===== config.mk =====
export PLATFORM = sky130hd
export DESIGN_NAME = mem_stage
export DESIGN_NICKNAME = d
export VERILOG_FILES = /design/src/rtl/mem_stage_pkg.sv /design/src/rtl/mem_stage_csr_alu.sv /design/src/rtl/mem_stage.sv
export SDC_FILE = /design/constraint.sdc
export NUM_CORES = 1
export LEC_CHECK = 0
export ABC_AREA = 1
export BUFFER_PORTS_ARGS = -buffer_cell sky130_fd_sc_hd__buf_2
export CAP_MARGIN = 20
export CORE_AREA = 2 2 173 175
export CTS_BUF_LIST = sky130_fd_sc_hd__clkbuf_16
export DETAILED_ROUTE_END_ITERATION = 10
export DIE_AREA = 0 0 175 177
export MAX_ROUTING_LAYER = met4
export PLACE_DENSITY = 0.55
export SLEW_MARGIN = 20
export SYNTH_ARGS = -nofsm -noshare
export SYNTH_HDL_FRONTEND = slang
export SYNTH_HIERARCHICAL = 1
export SYNTH_SLANG_ARGS = --single-unit
export TNS_END_PERCENT = 20

===== constraint.sdc =====
create_clock -name clk -period 9.6 [get_ports clk]
set_input_delay 0.48 -clock clk [delete_from_list [all_inputs] [get_ports clk]]
set_output_delay 0.48 -clock clk [all_outputs]
set_load 0.02 [all_outputs]

===== src/rtl/mem_stage_pkg.sv =====
// Shared encodings, bus widths and the execute-to-memory bus layout for mem_stage.
// The CSR path is only present when MS_CSR_EN is defined.
package mem_stage_pkg;

  localparam int EXE_MEM_BUS_W = 187;
  localparam int MEM_WB_BUS_W  = 70;
  localparam int MS_ID_BUS_W   = 38;

  localparam logic [2:0] WB_SEL_ALU = 3'd0;
  localparam logic [2:0] WB_SEL_MEM = 3'd1;
  localparam logic [2:0] WB_SEL_PC4 = 3'd2;
  localparam logic [2:0] WB_SEL_CSR = 3'd3;

  localparam logic [3:0] CSR_CMD_X = 4'd0;
  localparam logic [3:0] CSR_CMD_W = 4'd1;
  localparam logic [3:0] CSR_CMD_S = 4'd2;
  localparam logic [3:0] CSR_CMD_C = 4'd3;

  // Field order matches the execute stage's packing, MSB first.
  typedef struct packed {
    logic [31:0] alu_result;
    logic [4:0]  rd;
    logic        rd_wen;
    logic        mem_we;
    logic        mem_re;
    logic [2:0]  wb_sel;
    logic [31:0] pc;
    logic [31:0] store_data;
    logic [3:0]  csr_cmd;
    logic [11:0] csr_addr;
    logic [31:0] op1;
    logic [31:0] load_data;
  } exe_mem_bus_t;

endpackage


===== src/rtl/mem_stage_csr_alu.sv =====
// CSR read-modify-write operator: turns a command, the old CSR value and the
// operand into a write enable and the new CSR value.
module csr_alu
  import mem_stage_pkg::*;
(
  input  logic [3:0]  cmd,
  input  logic [31:0] rdata,
  input  logic [31:0] op1,
  output logic        we,
  output logic [31:0] wdata
);

  always_comb begin
    we    = 1'b0;
    wdata = '0;
    case (cmd)
      CSR_CMD_W: begin
        we    = 1'b1;
        wdata = op1;
      end
      CSR_CMD_S: begin
        we    = 1'b1;
        wdata = rdata | op1;
      end
      CSR_CMD_C: begin
        we    = 1'b1;
        wdata = rdata & ~op1;
      end
      default: begin
        we    = 1'b0;
        wdata = '0;
      end
    endcase
  end

endmodule


===== src/rtl/mem_stage.sv =====
// Memory-access pipeline stage: issues stores, performs CSR RMW and selects the
// writeback value. Optional CSR path is enabled by defining MS_CSR_EN.
module mem_stage
  import mem_stage_pkg::*;
#(
  parameter int XLEN = 32
) (
  input  logic                     clk,
  input  logic                     rst,
  input  logic [EXE_MEM_BUS_W-1:0] exe_mem_bus_in,
  input  logic                     es_to_ms_valid,
  output logic                     ms_allowin,
  input  logic                     ws_allowin,
  output logic                     ms_to_ws_valid,
  output logic [MEM_WB_BUS_W-1:0]  mem_wb_bus,
  output logic [MS_ID_BUS_W-1:0]   ms_id_data_bus,
  output logic                     dmem_we,
  output logic [XLEN-1:0]          dmem_waddr,
  output logic [XLEN-1:0]          dmem_wdata,
  input  logic                     dmem_wready,
  input  logic [XLEN-1:0]          csr_rdata,
  output logic                     csr_we,
  output logic [11:0]              csr_waddr,
  output logic [XLEN-1:0]          csr_wdata
);

  exe_mem_bus_t    bus_q;
  logic            ms_valid;
  logic            store_done;
  logic            is_store;
  logic            ms_ready_go;
  logic            leave;
  logic            rd_wen_out;
  logic [XLEN-1:0] csr_old;
  logic [XLEN-1:0] wb_value;

  // Once a store has been accepted it no longer holds the stage, even while
  // writeback is stalled, and it must not be issued a second time.
  assign is_store       = ms_valid && bus_q.mem_we;
  assign dmem_we        = is_store && !store_done;
  assign ms_ready_go    = !is_store || store_done || dmem_wready;
  assign ms_allowin     = !ms_valid || (ms_ready_go && ws_allowin);
  assign ms_to_ws_valid = ms_valid && ms_ready_go;
  assign leave          = ms_to_ws_valid && ws_allowin;
  assign dmem_waddr     = bus_q.alu_result;
  assign dmem_wdata     = bus_q.store_data;

  always_ff @(posedge clk or posedge rst) begin
    if (rst) begin
      ms_valid <= 1'b0;
      bus_q    <= '0;
    end else begin
      if (ms_allowin)
        ms_valid <= es_to_ms_valid;
      if (es_to_ms_valid && ms_allowin)
        bus_q <= exe_mem_bus_in;
    end
  end

  always_ff @(posedge clk or posedge rst) begin
    if (rst)
      store_done <= 1'b0;
    else if (leave)
      store_done <= 1'b0;
    else if (dmem_we && dmem_wready)
      store_done <= 1'b1;
  end

`ifdef MS_CSR_EN
  logic        csr_op_we;
  logic [31:0] csr_op_wdata;
  logic        unused_ok;

  csr_alu u_csr_alu (
    .cmd   (bus_q.csr_cmd),
    .rdata (csr_rdata),
    .op1   (bus_q.op1),
    .we    (csr_op_we),
    .wdata (csr_op_wdata)
  );

  // The write commits only on the cycle the instruction hands off to writeback.
  assign csr_we    = csr_op_we && leave;
  assign csr_waddr = bus_q.csr_addr;
  assign csr_wdata = csr_op_wdata;
  assign csr_old   = csr_rdata;
  assign unused_ok = bus_q.mem_re;
`else
  logic unused_ok;

  assign csr_we    = 1'b0;
  assign csr_waddr = '0;
  assign csr_wdata = '0;
  assign csr_old   = '0;
  assign unused_ok = ^{bus_q.mem_re, bus_q.csr_cmd, bus_q.csr_addr, bus_q.op1, csr_rdata};
`endif

  always_comb begin
    wb_value = '0;
    case (bus_q.wb_sel)
      WB_SEL_ALU: wb_value = bus_q.alu_result;
      WB_SEL_MEM: wb_value = bus_q.load_data;
      WB_SEL_PC4: wb_value = bus_q.pc + 32'd4;
      WB_SEL_CSR: wb_value = csr_old;
      default:    wb_value = '0;
    endcase
  end

  assign rd_wen_out     = bus_q.rd_wen && ms_valid;
  assign mem_wb_bus     = {wb_value, bus_q.rd, rd_wen_out, bus_q.pc};
  assign ms_id_data_bus = {wb_value, rd_wen_out, bus_q.rd};

endmodule


==> results_dict.tcl <==
set metrics [dict create \
    ctsLongestPathBuffers 2 \
    ys_types 23 \
    routabilityCongestion 0.8726 \
    postCtsSetupRepairBufs 0 \
    crit_fanout 72 \
    num_vias 7163 \
    critPathLaunchType "register" \
    cts-root-buf "clkbuf_16" \
    htree_num_levels 4 \
    fin_tns_setup_ns 0 \
    final_cell_mix "355 x nand2_1, 316 x buf_2, 158 x nand3_1, 140 x dfrtp_1, 74 x nor2_1" \
    finalHoldViolCount 0 \
    grt_max_degree 170 \
    via_per_inst 4.339 \
    grt_pass1_vias 6964 \
    routed_wl_um 26020 \
    grt_pass1_wl_um 39320 \
    wl_met1_um 11840 \
    setup_viol 0 \
    crit_type "register to primary output" \
    status "finished clean" \
    rsz0062_at_grt "no" \
    hold_path.class "input pin to asynchronous set/reset pin" \
    die-width_um 175 \
    cts_tree "yes" \
    io-pin-count 444 \
    cts_sinks 140 \
    syn_inst 1095 \
    drt-pass1-iter-count 5 \
    place_hpwl_um 18670 \
    core_area_um2 29240 \
    timing.final.crit_period_ns 3.121 \
    io_buffers 317 \
    syn_to_final_growth_pct 16.42 \
    fmax_mhz 320.4 \
    post-route-period-util_pct 32.51 \
    drive_gt1_share_pct 28.54 \
    worst_pin_slew_ns 1.049 \
    fp.dieH_um 177 \
    drc 0 \
    stdcell_count 1651 \
    ir_drop_mv 0.09613 \
    ys.warnings.count 6 \
    cts_repair_resize_count 0 \
    syn_avg_cell_area_um2 7.508 \
    drv.max_cap_violation_count 0 \
    slew_headroom_pct 30.10 \
    syn-cell-area_um2 8222 \
    grt-ovfl-total 0 \
    antenna_found_initial 3 \
    numCtsBuffers 17 \
    dp_cells 1616 \
    post-route-util_pct 32.73 \
    cts_hold_buffers 0 \
    worst_ep_arrival_time_ns 2.64 \
    ys_ff_latch 140 \
    final_common_cell "nand2_1" \
    fin_skew_ns 0.01176 \
    cts.clk_slew.worst_paths_ns 0.07 \
    end_kind "primary output" \
    power_density_nw_per_um2 241.6 \
    drv_slew 0 \
    wl_met2_um 12200 \
    dr.max_layer_used "met4" \
    fin_nets 1470 \
    dpl_cell_area_um2 8890 \
    postLayoutCellArea_um2 9572 \
    drtIter0Drc 454 \
    reg2reg_setup_slack_ns 7.14 \
    track_usage_pct 17.08 \
    start_util_pct 28.11 \
    wire_per_inst_um 15.76 \
    dieArea_um2 30980 \
    clk_latency_ns 0.42 \
    wl_met3_um 1509 \
    required_ns 9.12 \
    p_leak_nw 5.391 \
    synth.yosys.seq_area_share_pct 42.61 \
    ant_nets 0 \
    rows 63 \
]
sequential cells by signal, indices dropped and copies added, names as in the netlist:
| signal | count |
|---|---|
| store_done | 1 |
| ms_valid | 1 |
| dmem_wdata | 32 |
| dmem_waddr | 32 |
| mem_wb_bus | 37 |
| bus_q | 37 |
power breakdown:
part           switching (mW)  internal (mW)
registers              0.0895          0.696
clock network           0.285          0.489
logic                   0.529          0.224
per-stage QoR:
step / power, mW / setup slack, ns / hold slack [ns]
after floorplan: 1.438 / 5.367 / 0.4422
after global placement: 1.554 / 6.852 / 0.4502
after detailed placement: 1.560 / 6.881 / 0.4547
after CTS: 2.346 / 6.435 / 0.1518
after global routing: 2.450 / 6.289 / 0.1691
final: 2.313 / 6.479 / 0.1148
routing by layer:
metal | vias to the layer above | track usage [%]
met4 | 0 | 5.000
li1 | 3538 | -
met2 | 255 | 27.17
met1 | 3348 | 22.07
met3 | 22 | 3.393
met5 | - | -
synthesized netlist by cell type:
library cell  instances  area (µm²)
a21boi_0              1       7.510
buf_2                10       50.05
ha_1                  1       12.51
nor2_2                1       6.260
a22o_1               15       131.4
and2_1                1       6.260
a21oi_1              33       165.2
clkbuf_1             16       60.06
xor2_1                2       17.52
o211ai_1              2       15.01
buf_1                11       41.29
conb_1                1       3.750
dfrtp_1             140        3503
o221ai_1              2       17.52
inv_2                 1       3.750
buf_4               198        1486
o21ai_0              11       55.05
nand2_2               1       6.260
nor2_1               74       277.8
or2_2                 1       6.260
nand3_1             158       790.8
nand2_1             356        1336
inv_1                59       221.5
critical path: stages (launching register included):
cell and delay (ns):
dfrtp_1 0.44, nand2_1 0.12, nor2_2 0.06, nand2_1 0.06
nand2_1 0.08, nand2_4 0.39, buf_4 0.67, buf_2 0.29
area by class of cell:
type,instances,area [µm²]
fillers,3232,19670
repair buffers,322,1630
clock buffers,17,425.4
clock inverters,15,245.2
well taps,390,488.0
inverters,60,230.2
diodes,3,7.507
flip-flops and latches,140,3503
multi-input cells,704,3042
worst paths after layout:
path | cells after the start | startpoint | end
worst min register to register | 2 | dmem_wdata[12] | dmem_wdata[12]
min in group clk | 3 | exe_mem_bus_in[93] | dmem_wdata[13]
max in group asynchronous | 3 | rst | bus_q[22]
worst max register to register | 8 | ms_valid | mem_wb_bus[19]
worst min-delay path | 2 | rst | dmem_waddr[21]
worst max-delay path | 7 | ms_valid | ms_allowin
logic make-up after synthesis:
logic type / synth area share [%]
flops: 42.61
fa+ha+maj: 0.1522
xor+xnor: 0.2131
other cells: 0.04561
simple gates: 29.55
compound gates: 4.763
buf+inv: 22.66
No activity file was read; power rests on OpenSTA's default activity.
